## config.mk

```make
export PLATFORM = sky130hd
export DESIGN_NAME = spi_master_param
export DESIGN_NICKNAME = d
export VERILOG_FILES = /design/src/rtl/spi_master_param.sv
export SDC_FILE = /design/constraint.sdc
export NUM_CORES = 1
export LEC_CHECK = 0
export CAP_MARGIN = 25
export CORE_UTILIZATION = 25
export DETAILED_ROUTE_END_ITERATION = 7
export PLACE_DENSITY = 0.44
export SYNTH_ARGS = -nofsm -noshare
export SYNTH_HDL_FRONTEND = slang
export SYNTH_SLANG_ARGS = --single-unit
export TNS_END_PERCENT = 10
```

## constraint.sdc

```tcl
create_clock -name clk -period 6.1 [get_ports clk]
set_clock_uncertainty 0.1 [all_clocks]
set_input_delay 1.22 -clock clk [delete_from_list [all_inputs] [get_ports clk]]
set_output_delay 1.22 -clock clk [all_outputs]
set_load 0.01 [all_outputs]
```

## src/rtl/spi_master_param.sv

```systemverilog
// rtl/spi_master_param.sv - parametrised full-duplex SPI master
//
// Purpose: shifts one DATA_WIDTH-bit word out on spi_mosi while capturing spi_miso.
// CPOL, CPHA, bit order and the target slave are chosen per transfer.
//
// Ports:
//   clk, reset            system clock, asynchronous active-high reset
//   start                 transfer request; accepted only in IDLE
//   datain, cs_sel        transmit word and target slave, latched on accept
//   cpol, cpha, lsb_first transfer mode, latched on accept
//   spi_miso              serial data from the slave
//   busy, done            transfer in progress / one-cycle completion pulse
//   dataout               received word, updated when done pulses
//   spi_cs_l              active-low chip selects
//   spi_sclk, spi_mosi    serial clock and data to the slave
//   bit_count             bits not yet sampled in the current transfer
module spi_master_param #(
   parameter int DATA_WIDTH = 16,
   parameter int CLK_DIV    = 2,
   parameter int NUM_CS     = 1,
   localparam int CS_SEL_W  = (NUM_CS > 1) ? $clog2(NUM_CS) : 1,
   localparam int CNT_W     = $clog2(DATA_WIDTH + 1)
) (
   input  logic                  clk,
   input  logic                  reset,
   input  logic                  start,
   input  logic [DATA_WIDTH-1:0] datain,
   input  logic [CS_SEL_W-1:0]   cs_sel,
   input  logic                  cpol,
   input  logic                  cpha,
   input  logic                  lsb_first,
   input  logic                  spi_miso,
   output logic                  busy,
   output logic                  done,
   output logic [DATA_WIDTH-1:0] dataout,
   output logic [NUM_CS-1:0]     spi_cs_l,
   output logic                  spi_sclk,
   output logic                  spi_mosi,
   output logic [CNT_W-1:0]      bit_count
);

   localparam int DIV_W  = (CLK_DIV > 1) ? $clog2(CLK_DIV) : 1;
   localparam int EDGE_W = $clog2(2 * DATA_WIDTH + 1);

   typedef enum logic [1:0] {
      IDLE,
      LEAD,
      XFER,
      TRAIL
   } state_t;

   state_t                state;
   logic [DIV_W-1:0]      div_cnt;
   logic [EDGE_W-1:0]     edge_cnt;
   logic [DATA_WIDTH-1:0] tx_sh;
   logic [DATA_WIDTH-1:0] rx_sh;
   logic                  cpol_q;
   logic                  cpha_q;
   logic                  lsb_q;
   logic                  tick;
   logic                  leading;
   logic                  sample;

   // The divider wraps at CLK_DIV-1; with CLK_DIV=1 every cycle is a tick.
   assign tick    = (div_cnt == DIV_W'(CLK_DIV - 1));
   // edge_cnt holds toggles already made, so an even count means the next toggle is odd (leading).
   assign leading = ~edge_cnt[0];
   assign sample  = leading ^ cpha_q;

   function automatic logic head(input logic [DATA_WIDTH-1:0] v, input logic lsb);
      return lsb ? v[0] : v[DATA_WIDTH-1];
   endfunction

   function automatic logic [DATA_WIDTH-1:0] shift(input logic [DATA_WIDTH-1:0] v, input logic lsb);
      return lsb ? {1'b0, v[DATA_WIDTH-1:1]} : {v[DATA_WIDTH-2:0], 1'b0};
   endfunction

   // Out-of-range selects leave every chip select deasserted.
   function automatic logic [NUM_CS-1:0] cs_decode(input logic [CS_SEL_W-1:0] sel);
      logic [NUM_CS-1:0] m;
      m = '1;
      for (int i = 0; i < NUM_CS; i++) begin
         if (int'(sel) == i) m[i] = 1'b0;
      end
      return m;
   endfunction

   always_ff @(posedge clk or posedge reset) begin
      if (reset) begin
         state     <= IDLE;
         div_cnt   <= '0;
         edge_cnt  <= '0;
         tx_sh     <= '0;
         rx_sh     <= '0;
         cpol_q    <= 1'b0;
         cpha_q    <= 1'b0;
         lsb_q     <= 1'b0;
         busy      <= 1'b0;
         done      <= 1'b0;
         dataout   <= '0;
         spi_cs_l  <= '1;
         spi_sclk  <= 1'b0;
         spi_mosi  <= 1'b0;
         bit_count <= CNT_W'(DATA_WIDTH);
      end else begin
         done <= 1'b0;
         case (state)
            IDLE: begin
               div_cnt  <= '0;
               spi_cs_l <= '1;
               spi_sclk <= cpol_q;
               if (start) begin
                  tx_sh     <= datain;
                  cpol_q    <= cpol;
                  cpha_q    <= cpha;
                  lsb_q     <= lsb_first;
                  spi_sclk  <= cpol;
                  spi_cs_l  <= cs_decode(cs_sel);
                  edge_cnt  <= '0;
                  bit_count <= CNT_W'(DATA_WIDTH);
                  busy      <= 1'b1;
                  state     <= LEAD;
                  // With cpha=0 the slave samples on the first edge, so bit 0 must be set up now.
                  if (!cpha) spi_mosi <= head(datain, lsb_first);
               end
            end
            LEAD: begin
               div_cnt <= tick ? '0 : div_cnt + 1'b1;
               if (tick) state <= XFER;
            end
            XFER: begin
               div_cnt <= tick ? '0 : div_cnt + 1'b1;
               if (tick) begin
                  spi_sclk <= ~spi_sclk;
                  edge_cnt <= edge_cnt + 1'b1;
                  if (sample) begin
                     rx_sh     <= lsb_q ? {spi_miso, rx_sh[DATA_WIDTH-1:1]}
                                        : {rx_sh[DATA_WIDTH-2:0], spi_miso};
                     bit_count <= bit_count - 1'b1;
                  end else if (cpha_q) begin
                     // Leading edge of cpha=1: present the current head bit.
                     spi_mosi <= head(tx_sh, lsb_q);
                     tx_sh    <= shift(tx_sh, lsb_q);
                  end else begin
                     // Trailing edge of cpha=0: the current bit was already out, move to the next.
                     spi_mosi <= head(shift(tx_sh, lsb_q), lsb_q);
                     tx_sh    <= shift(tx_sh, lsb_q);
                  end
                  if (edge_cnt == EDGE_W'(2 * DATA_WIDTH - 1)) state <= TRAIL;
               end
            end
            TRAIL: begin
               div_cnt <= tick ? '0 : div_cnt + 1'b1;
               if (tick) begin
                  spi_cs_l  <= '1;
                  dataout   <= rx_sh;
                  done      <= 1'b1;
                  busy      <= 1'b0;
                  bit_count <= CNT_W'(DATA_WIDTH);
                  state     <= IDLE;
               end
            end
            default: state <= IDLE;
         endcase
      end
   end

endmodule

```

# == Word-level counts from Yosys, hierarchy flattened ==
# Cells that the tools add are included.
# classes
n_addsub,3
eq_ne,12
n_mux,43
bitwise,3
reduce_logical,16
# ops
cell,n
$mux W16,5
$pmux W16 S2,1
$mux W5,4
$mux W1,18
$ne A2 B2 Y1 const B,8
$pmux W5 S3,1
$reduce_and A5 Y1,3
$mux W6,2
$pmux W6 S2,1
$mux W2,5
$pmux W1 S2,5
$reduce_and A3 Y1,3
$pmux W2 S4,1
$reduce_and A2 Y1,4
$add A6 B1 Y6 const B,1
$eq A6 B5 Y1 const B,1
$sub A5 B1 Y5 const B,1
$eq A2 B2 Y1 const B,2
$reduce_and A4 Y1,1
$reduce_bool A2 Y1,2
$reduce_bool A3 Y1,1
$reduce_or A3 Y1,1
$eq A2 B1 Y1 const B,1
$logic_not A2 Y1,1
3 further kinds,4
# totals
reg_bits,70
inputBits,24
output_inout_bits,26
elab_cells,92

# == Depth between registers and ports, before layout ==
# Gate-level depths: netlist of run 1.
# logic_depth
word_depth,6
mapped_depth,8
ltp_nobuf,6

# == Least setup slack after synthesis of run 1 ==
# Ideal clock, no wire load.
# synth_timing
path_type,input to register
start,input start
end,register bit_count[4]
setup_ns,0.083
arrival_time_ns,2.338
t_required_ns,5.917
setup_slack_ns,3.579
cell_stages,5
n_path_buf,1
path_cell_list,clkbuf_2 > or2b_2 > nand2_1 > or4_1 > o311a_1
# synth_between
elab_chain_len,2
# synth_lines
element,line,rtl
from (decl),26,"input logic start,"
$ne A2 B2 Y1 (no line),n/a,
$reduce_and A5 Y1 (no line),n/a,
to (signal assigned),104,bit_count <= CNT_W'(DATA_WIDTH);
to (signal assigned),120,bit_count <= CNT_W'(DATA_WIDTH);
to (signal assigned),139,bit_count <= bit_count - 1'b1;
to (decl),39,output logic [CNT_W-1:0] bit_count
# Every way passes these cells.
# A chain may end at the register's enable or synchronous reset.

# == Final worst setup path of run 1 ==
# layout_timing
start,register state[0]
end,register tx_sh[11]
# layout_between
elab_chain_len,3
elab_cells_between_ends,8
cone_classes,eq/ne: 4; mux: 1; reduce/logical: 3
# layout_lines
element,line,rtl
from (decl),52,state_t state;
from (signal assigned),90,state <= IDLE;
from (signal assigned),122,state <= LEAD;
from (signal assigned),129,if (tick) state <= XFER;
$eq A2 B2 Y1 or $logic_not A2 Y1 (tied branches),107,case (state)
$ne A2 B2 Y1 (no line) or $reduce_bool A2 Y1 (tied branches),n/a,
$reduce_and A4 Y1 (no line),n/a,
to (signal assigned),113,tx_sh <= datain;
to (signal assigned),143,"tx_sh <= shift(tx_sh, lsb_q);"
to (signal assigned),147,"tx_sh <= shift(tx_sh, lsb_q);"
to (decl),55,logic [DATA_WIDTH-1:0] tx_sh;
# Parallel ways exist; a longest one is shown, timed or not.

==> flow_metrics.env, run 1 <==
export IMPL_die_w_um=122
export IMPL_power_density_mw_per_mm2=238
export IMPL_ys_flop_type="dfrtp_1"
export IMPL_p_leak_nw=2.01
export IMPL_synth_distinct_cells=46
export IMPL_vias_per_cell=4.44
export IMPL_dr_pass1_iters=4
export IMPL_cp_max_fo=28
export IMPL_yosysWarningCount=0
export IMPL_slew_violations=0
export IMPL_dpl_instance_area_mm2=0.00422
export IMPL_num_antenna_cells=0
export IMPL_clk_latency_ps=330
export IMPL_netlist_instances=319
export IMPL_slew_headroom_pct=35.2
export IMPL_initial_core_util_pct=25.7
export IMPL_numCtsBuffers=9
export IMPL_drt_met1_wl_um=3670
export IMPL_routed_wl_met2_um=3580
export IMPL_antenna_found_initial=0
export IMPL_top_layer="met4"
export IMPL_drive_above_1_share_pct=18.5
export IMPL_dp_final_hpwl_um=5150
export IMPL_path_class="reg2reg"
export IMPL_drt_iter0_markers=106
export IMPL_worst_pin_slew_ps=972
export IMPL_syn2layout_area_growth_pct=27.0
export IMPL_num_rows=43
export IMPL_finalSetupViolations=0
export IMPL_clk_pin_slew_ps=60
export IMPL_rsz0062_at_grt="no"
export IMPL_die_area_mm2=0.0148
export IMPL_clock_fmax_mhz=318
export IMPL_ys_ff_latch=70
export IMPL_vdd_drop_max_mv=0.0957
export IMPL_netlist_area_mm2=0.00357
export IMPL_period_share_pct=51.5
export IMPL_critPathTopFamily="adder cells"
export IMPL_grt_pass1_wl_um=13400
export IMPL_status="finished clean"
export IMPL_cts_hold_buf=0
export IMPL_cts_setup_buffers=0
export IMPL_synth_seq_area_share_pct=49.1
export IMPL_post_cts_resized=0
export IMPL_power_mw=1.08
export IMPL_grt_pass1_vias=2582
export IMPL_fin_nets=393
export IMPL_cp_start_kind="register"
export IMPL_clk_path_buf_depth=2
export IMPL_die_y_um=122
export IMPL_io_pins=50
export IMPL_multiInputGateArea_mm2=0.00168
export IMPL_ant_nets=0
export IMPL_seq_area_mm2=0.00176
export IMPL_path_cells="inv_1 > ha_1 > buf_4 > mux2i_2 > a21oi_4 > mux2_2"
export IMPL_grt_start_max_net_pins=49
export IMPL_drcViolationCount=0
export IMPL_hp_class="reg2reg"
export IMPL_synth_edf_count=0
export IMPL_cts_tree="built"
export IMPL_final_cell_mix="67 x dfrtp_1, 49 x clkdlybuf4s50_1, 37 x nor2_1, 36 x mux2i_1, 31 x a21oi_1"
export IMPL_maxCapViolCount=0
export IMPL_place_congestion=0.711
export IMPL_gr_total_overflow=0
export IMPL_slowest_delay_ps=780
export IMPL_cp_required_ps=6210
export IMPL_synth_fp_nets=349
export IMPL_cts_sinks=70
export IMPL_cp_data_arrival_time_ps=3250
export IMPL_postSynth_asyncResetShare_pct=100
export IMPL_finalSetupTns_ps=0
export IMPL_min_period_ps=3140
export IMPL_avgSynthCellArea_um2=11.2
export IMPL_cts_root_buf="clkbuf_16"
export IMPL_worst_setup_path_end_kind="register"
export IMPL_finalHoldViolations=0
export IMPL_design_area_mm2=0.00454
export IMPL_core_mm2=0.0139
export IMPL_grt_use_total_pct=11.7
export IMPL_vias=2434
export IMPL_route_met3_wl_um=332
export IMPL_htreeDepth=3
export IMPL_wl_per_cell_um=14.0
export IMPL_final_common_cell="dfrtp_1"
export IMPL_fill_cells=1389
export IMPL_critPathSlowestCell="ha_1"
export IMPL_wirelength_um=7690
export IMPL_cp_num_buf_inv=2
export IMPL_port_buffers=49
[Yosys cell counts (2+ instances only)]
master    instances  area (µm²)
nor3_1            3        15.0
o21ai_0           8        40.0
nor2_1           37         139
mux2i_1          36         360
inv_1            12        45.0
a22o_1            3        26.3
nor2b_1           2        12.5
mux2_2           27         304
mux2_4           11         165
nand2_1          15        56.3
xnor2_1           5        43.8
nand3_1           6        30.0
buf_1             3        11.3
o22ai_1           2        12.5
nor4_1            3        18.8
dfstp_2           2        52.6
a21oi_1          31         155
clkbuf_1          2        7.51
ha_1              6        75.1
dfrtp_1          68        1700
buf_2            12        60.1
[routing by layer]
layer / vias to the layer above / GRT usage, %
met5: - / 0
met4: 0 / 3.94
met3: 10 / 3.70
met2: 41 / 18.5
met1: 1181 / 15.1
li1: 1202 / -
[kinds of logic after synthesis]
kind of cell               count (synthesis)  share of synthesized area, %
AOI/OAI and AO/OA                         55                          9.63
DFF                                       70                          49.1
and+or+nand+nor                           75                          9.52
buffers and inverters                     31                          4.17
adders and majority gates                  6                          2.10
muxes                                     75                          23.6
xor gates and xnor gates                   7                          1.93
[registers in the layout (all words and copies together) (netlist names)]
register / flops
done: 1
dataout: 16
spi_cs_l: 1
div_cnt: 1
rx_sh: 16
bit_count: 5
cpha_q: 1
spi_mosi: 1
edge_cnt: 6
state: 2
lsb_q: 1
busy: 1
tx_sh: 16
cpol_q: 1
spi_sclk: 1
[per-stage QoR]
step | setup slack (ps) | hold WS, ps | util (%) | instances
finish | 2960 | 404 | 32.6 | 548
detailed placement | 2810 | 394 | 30.3 | 532
global placement | 2810 | 389 | 30.3 | 532
floorplan | 3020 | 379 | - | 319
CTS | 2920 | 412 | 32.6 | 548
global route | 2690 | 426 | 32.6 | 548
[final timing paths]
kind                            slack (ps)     endpoint       start  cells past startpoint
worst max register to register        2960    tx_sh[11]    state[0]                      6
worst min-delay path                   400   dataout[3]  dataout[3]                      1
min in group asynchronous             1120  dataout[10]       reset                      2
worst min register to register         400   dataout[3]  dataout[3]                      1
worst max-delay path                  2960    tx_sh[11]    state[0]                      6
max in group asynchronous             3740        lsb_q       reset                      3
[report_power, final]
part	leakage, nW	internal [mW]	switching [mW]	total [mW]
Clock	0.156	0.370	0.203	0.574
Sequential	0.897	0.469	0.00453	0.473
Combinational	0.954	0.0180	0.0165	0.0345
[layout make-up]
cell class | instances | share of cell area [%]
Tap cell | 180 | 4.96
Inverter | 12 | 0.992
Clock buffer | 11 | 5.35
Multi-Input combinational cell | 218 | 36.9
Sequential cell | 70 | 38.7
Clock inverter | 5 | 1.79
Timing Repair Buffer | 52 | 11.3
Power figures use the tool's default switching activity.
==> run 2: changes to the inputs <==
--- a/config.mk
+++ b/config.mk
@@ -8,7 +8,7 @@
 export CAP_MARGIN = 25
 export CORE_UTILIZATION = 25
 export DETAILED_ROUTE_END_ITERATION = 7
-export PLACE_DENSITY = 0.44
+export PLACE_DENSITY = 0.45
 export SYNTH_ARGS = -nofsm -noshare
 export SYNTH_HDL_FRONTEND = slang
 export SYNTH_SLANG_ARGS = --single-unit
==> constraint.sdc (replaced) <==
create_clock -name clk -period 2.5 [get_ports clk]
set_clock_uncertainty 0.1 [all_clocks]
set_input_delay 0.5 -clock clk [delete_from_list [all_inputs] [get_ports clk]]
set_output_delay 0.5 -clock clk [all_outputs]
set_load 0.01 [all_outputs]
==> run 2 against run 1 <==
Against the previous run: register-to-register slack worse by 2600 ps; count of clock-buffer cells in the layout down 1; sequential power up 140%.
==> flow_metrics.env, run 2 (same netlist as run 1, synthesis figures left out) <==
export IMPL_slew_violations=0
export IMPL_die_area_mm2=0.0148
export IMPL_fin_nets=400
export IMPL_worst_pin_slew_ps=511
export IMPL_dp_final_hpwl_um=5070
export IMPL_num_rows=43
export IMPL_finalHoldViolations=0
export IMPL_critPathSlowestCell="a2111oi_0"
export IMPL_grt_pass1_wl_um=12900
export IMPL_cts_sinks=70
export IMPL_cpMostUsedCell="inv_1"
export IMPL_worst_setup_path_end_kind="register"
export IMPL_die_w_um=122
export IMPL_post_cts_resized=0
export IMPL_grt_start_max_net_pins=71
export IMPL_place_congestion=0.737
export IMPL_die_y_um=122
export IMPL_hp_class="reg2reg"
export IMPL_cp_data_arrival_time_ps=2300
export IMPL_cp_max_fo=10
export IMPL_p_leak_nw=2.06
export IMPL_port_buffers=49
export IMPL_wirelength_um=7600
export IMPL_grt_pass1_vias=2533
export IMPL_drt_iter0_markers=94
export IMPL_final_common_cell="dfrtp_1"
export IMPL_cts_tree="built"
export IMPL_slew_headroom_pct=65.9
export IMPL_cts_setup_buffers=0
export IMPL_path_cells="inv_1 > ha_1 > inv_1 > a2111oi_0 > a211oi_1 > mux2_4"
export IMPL_status="finished clean"
export IMPL_cts_root_buf="clkbuf_16"
export IMPL_core_mm2=0.0139
export IMPL_utilization_pct=33.3
export IMPL_syn2layout_area_growth_pct=29.8
export IMPL_finalSetupTns_ps=0
export IMPL_num_antenna_cells=0
export IMPL_clk_pin_slew_ps=60
export IMPL_slowest_delay_ps=430
export IMPL_wl_per_cell_um=13.7
export IMPL_cts_hold_buf=0
export IMPL_min_period_ps=2180
export IMPL_final_cell_mix="67 x dfrtp_1, 49 x clkdlybuf4s50_1, 37 x nor2_1, 36 x mux2i_1, 31 x a21oi_1"
export IMPL_regToRegSetupSlack_ps=320
export IMPL_dr_pass1_iters=4
export IMPL_reg_largest_list="dataout (16), rx_sh (16), tx_sh (16)"
export IMPL_period_share_pct=87.1
export IMPL_cp_required_ps=2620
export IMPL_power_density_mw_per_mm2=589
export IMPL_path_class="reg2reg"
export IMPL_maxCapViolCount=0
export IMPL_antenna_found_initial=0
export IMPL_clk_latency_ps=330
export IMPL_clock_fmax_mhz=459
export IMPL_vias=2480
export IMPL_finalSetupViolations=0
export IMPL_gr_total_overflow=0
export IMPL_ant_nets=0
export IMPL_drive_above_1_share_pct=20.1
export IMPL_vdd_drop_max_mv=0.302
export IMPL_drcViolationCount=0
export IMPL_io_pins=50
export IMPL_rsz0062_at_grt="no"
export IMPL_htreeDepth=3
export IMPL_vias_per_cell=4.48
export IMPL_initial_core_util_pct=25.7
export IMPL_clk_path_buf_depth=2
export IMPL_cp_start_kind="register"
export IMPL_numCtsBuffers=9
export IMPL_grt_use_total_pct=11.4
==> run 2: changes by cell type in the layout (fill, tap and decap cells not counted), sizes merged <==
cell,before,now
clkinv,1,0
bufinv,2,3
clkbuf,11,10
buf,3,10
==> run 2: final timing paths <==
kind                                   from      endpoint  cells past startpoint
max in group asynchronous             reset  bit_count[4]                      3
worst min-delay path            dataout[10]   dataout[10]                      1
min in group asynchronous             reset   dataout[10]                      3
worst max-delay path               state[0]      spi_mosi                      6
worst max register to register     state[0]      spi_mosi                      6
worst min register to register  dataout[10]   dataout[10]                      1
==> run 2: final cells by class <==
cell class,instances,area (µm²)
Fill cell,1393,9300
Sequential cell,70,1760
Multi-Input combinational cell,218,1680
Timing Repair Buffer,59,591
Clock buffer,10,239
Tap cell,180,225
Clock inverter,5,106
Inverter,12,45.0
==> run 2: routing by layer <==
metal,GRT usage (%),share of wire (%)
met3,3.65,3.8
met5,0,0
met2,17.4,46
met4,4.63,1.4
met1,14.7,49
==> run 2: report_power, final <==
group | internal [mW] | total [mW] | switching (mW)
logic | 0.0471 | 0.0875 | 0.0404
registers | 1.14 | 1.15 | 0.0113
clock network | 0.999 | 1.49 | 0.491
==> run 2: critical path, delay by kind of cell (launching register included) <==
family | cells | cell delay [ps]
muxes | 1 | 280
AOI/OAI and AO/OA | 2 | 530
DFF | 1 | 390
adders and majority gates | 1 | 410
buffers and inverters | 2 | 350
==> run 2: stage by stage <==
stage          instance area (µm²)  instances  setup slack, ps  total power, mW  hold WS [ps]
2_1_floorplan                 3570        319              135             1.21           379
3_3_place_gp                  4290        539              228             1.26           388
3_5_place_dp                  4290        539              213             1.27           395
4_1_cts                       4640        554              315             2.79           410
5_1_grt                       4640        554             80.3             2.85           420
6_report                      4640        554              322             2.73           409
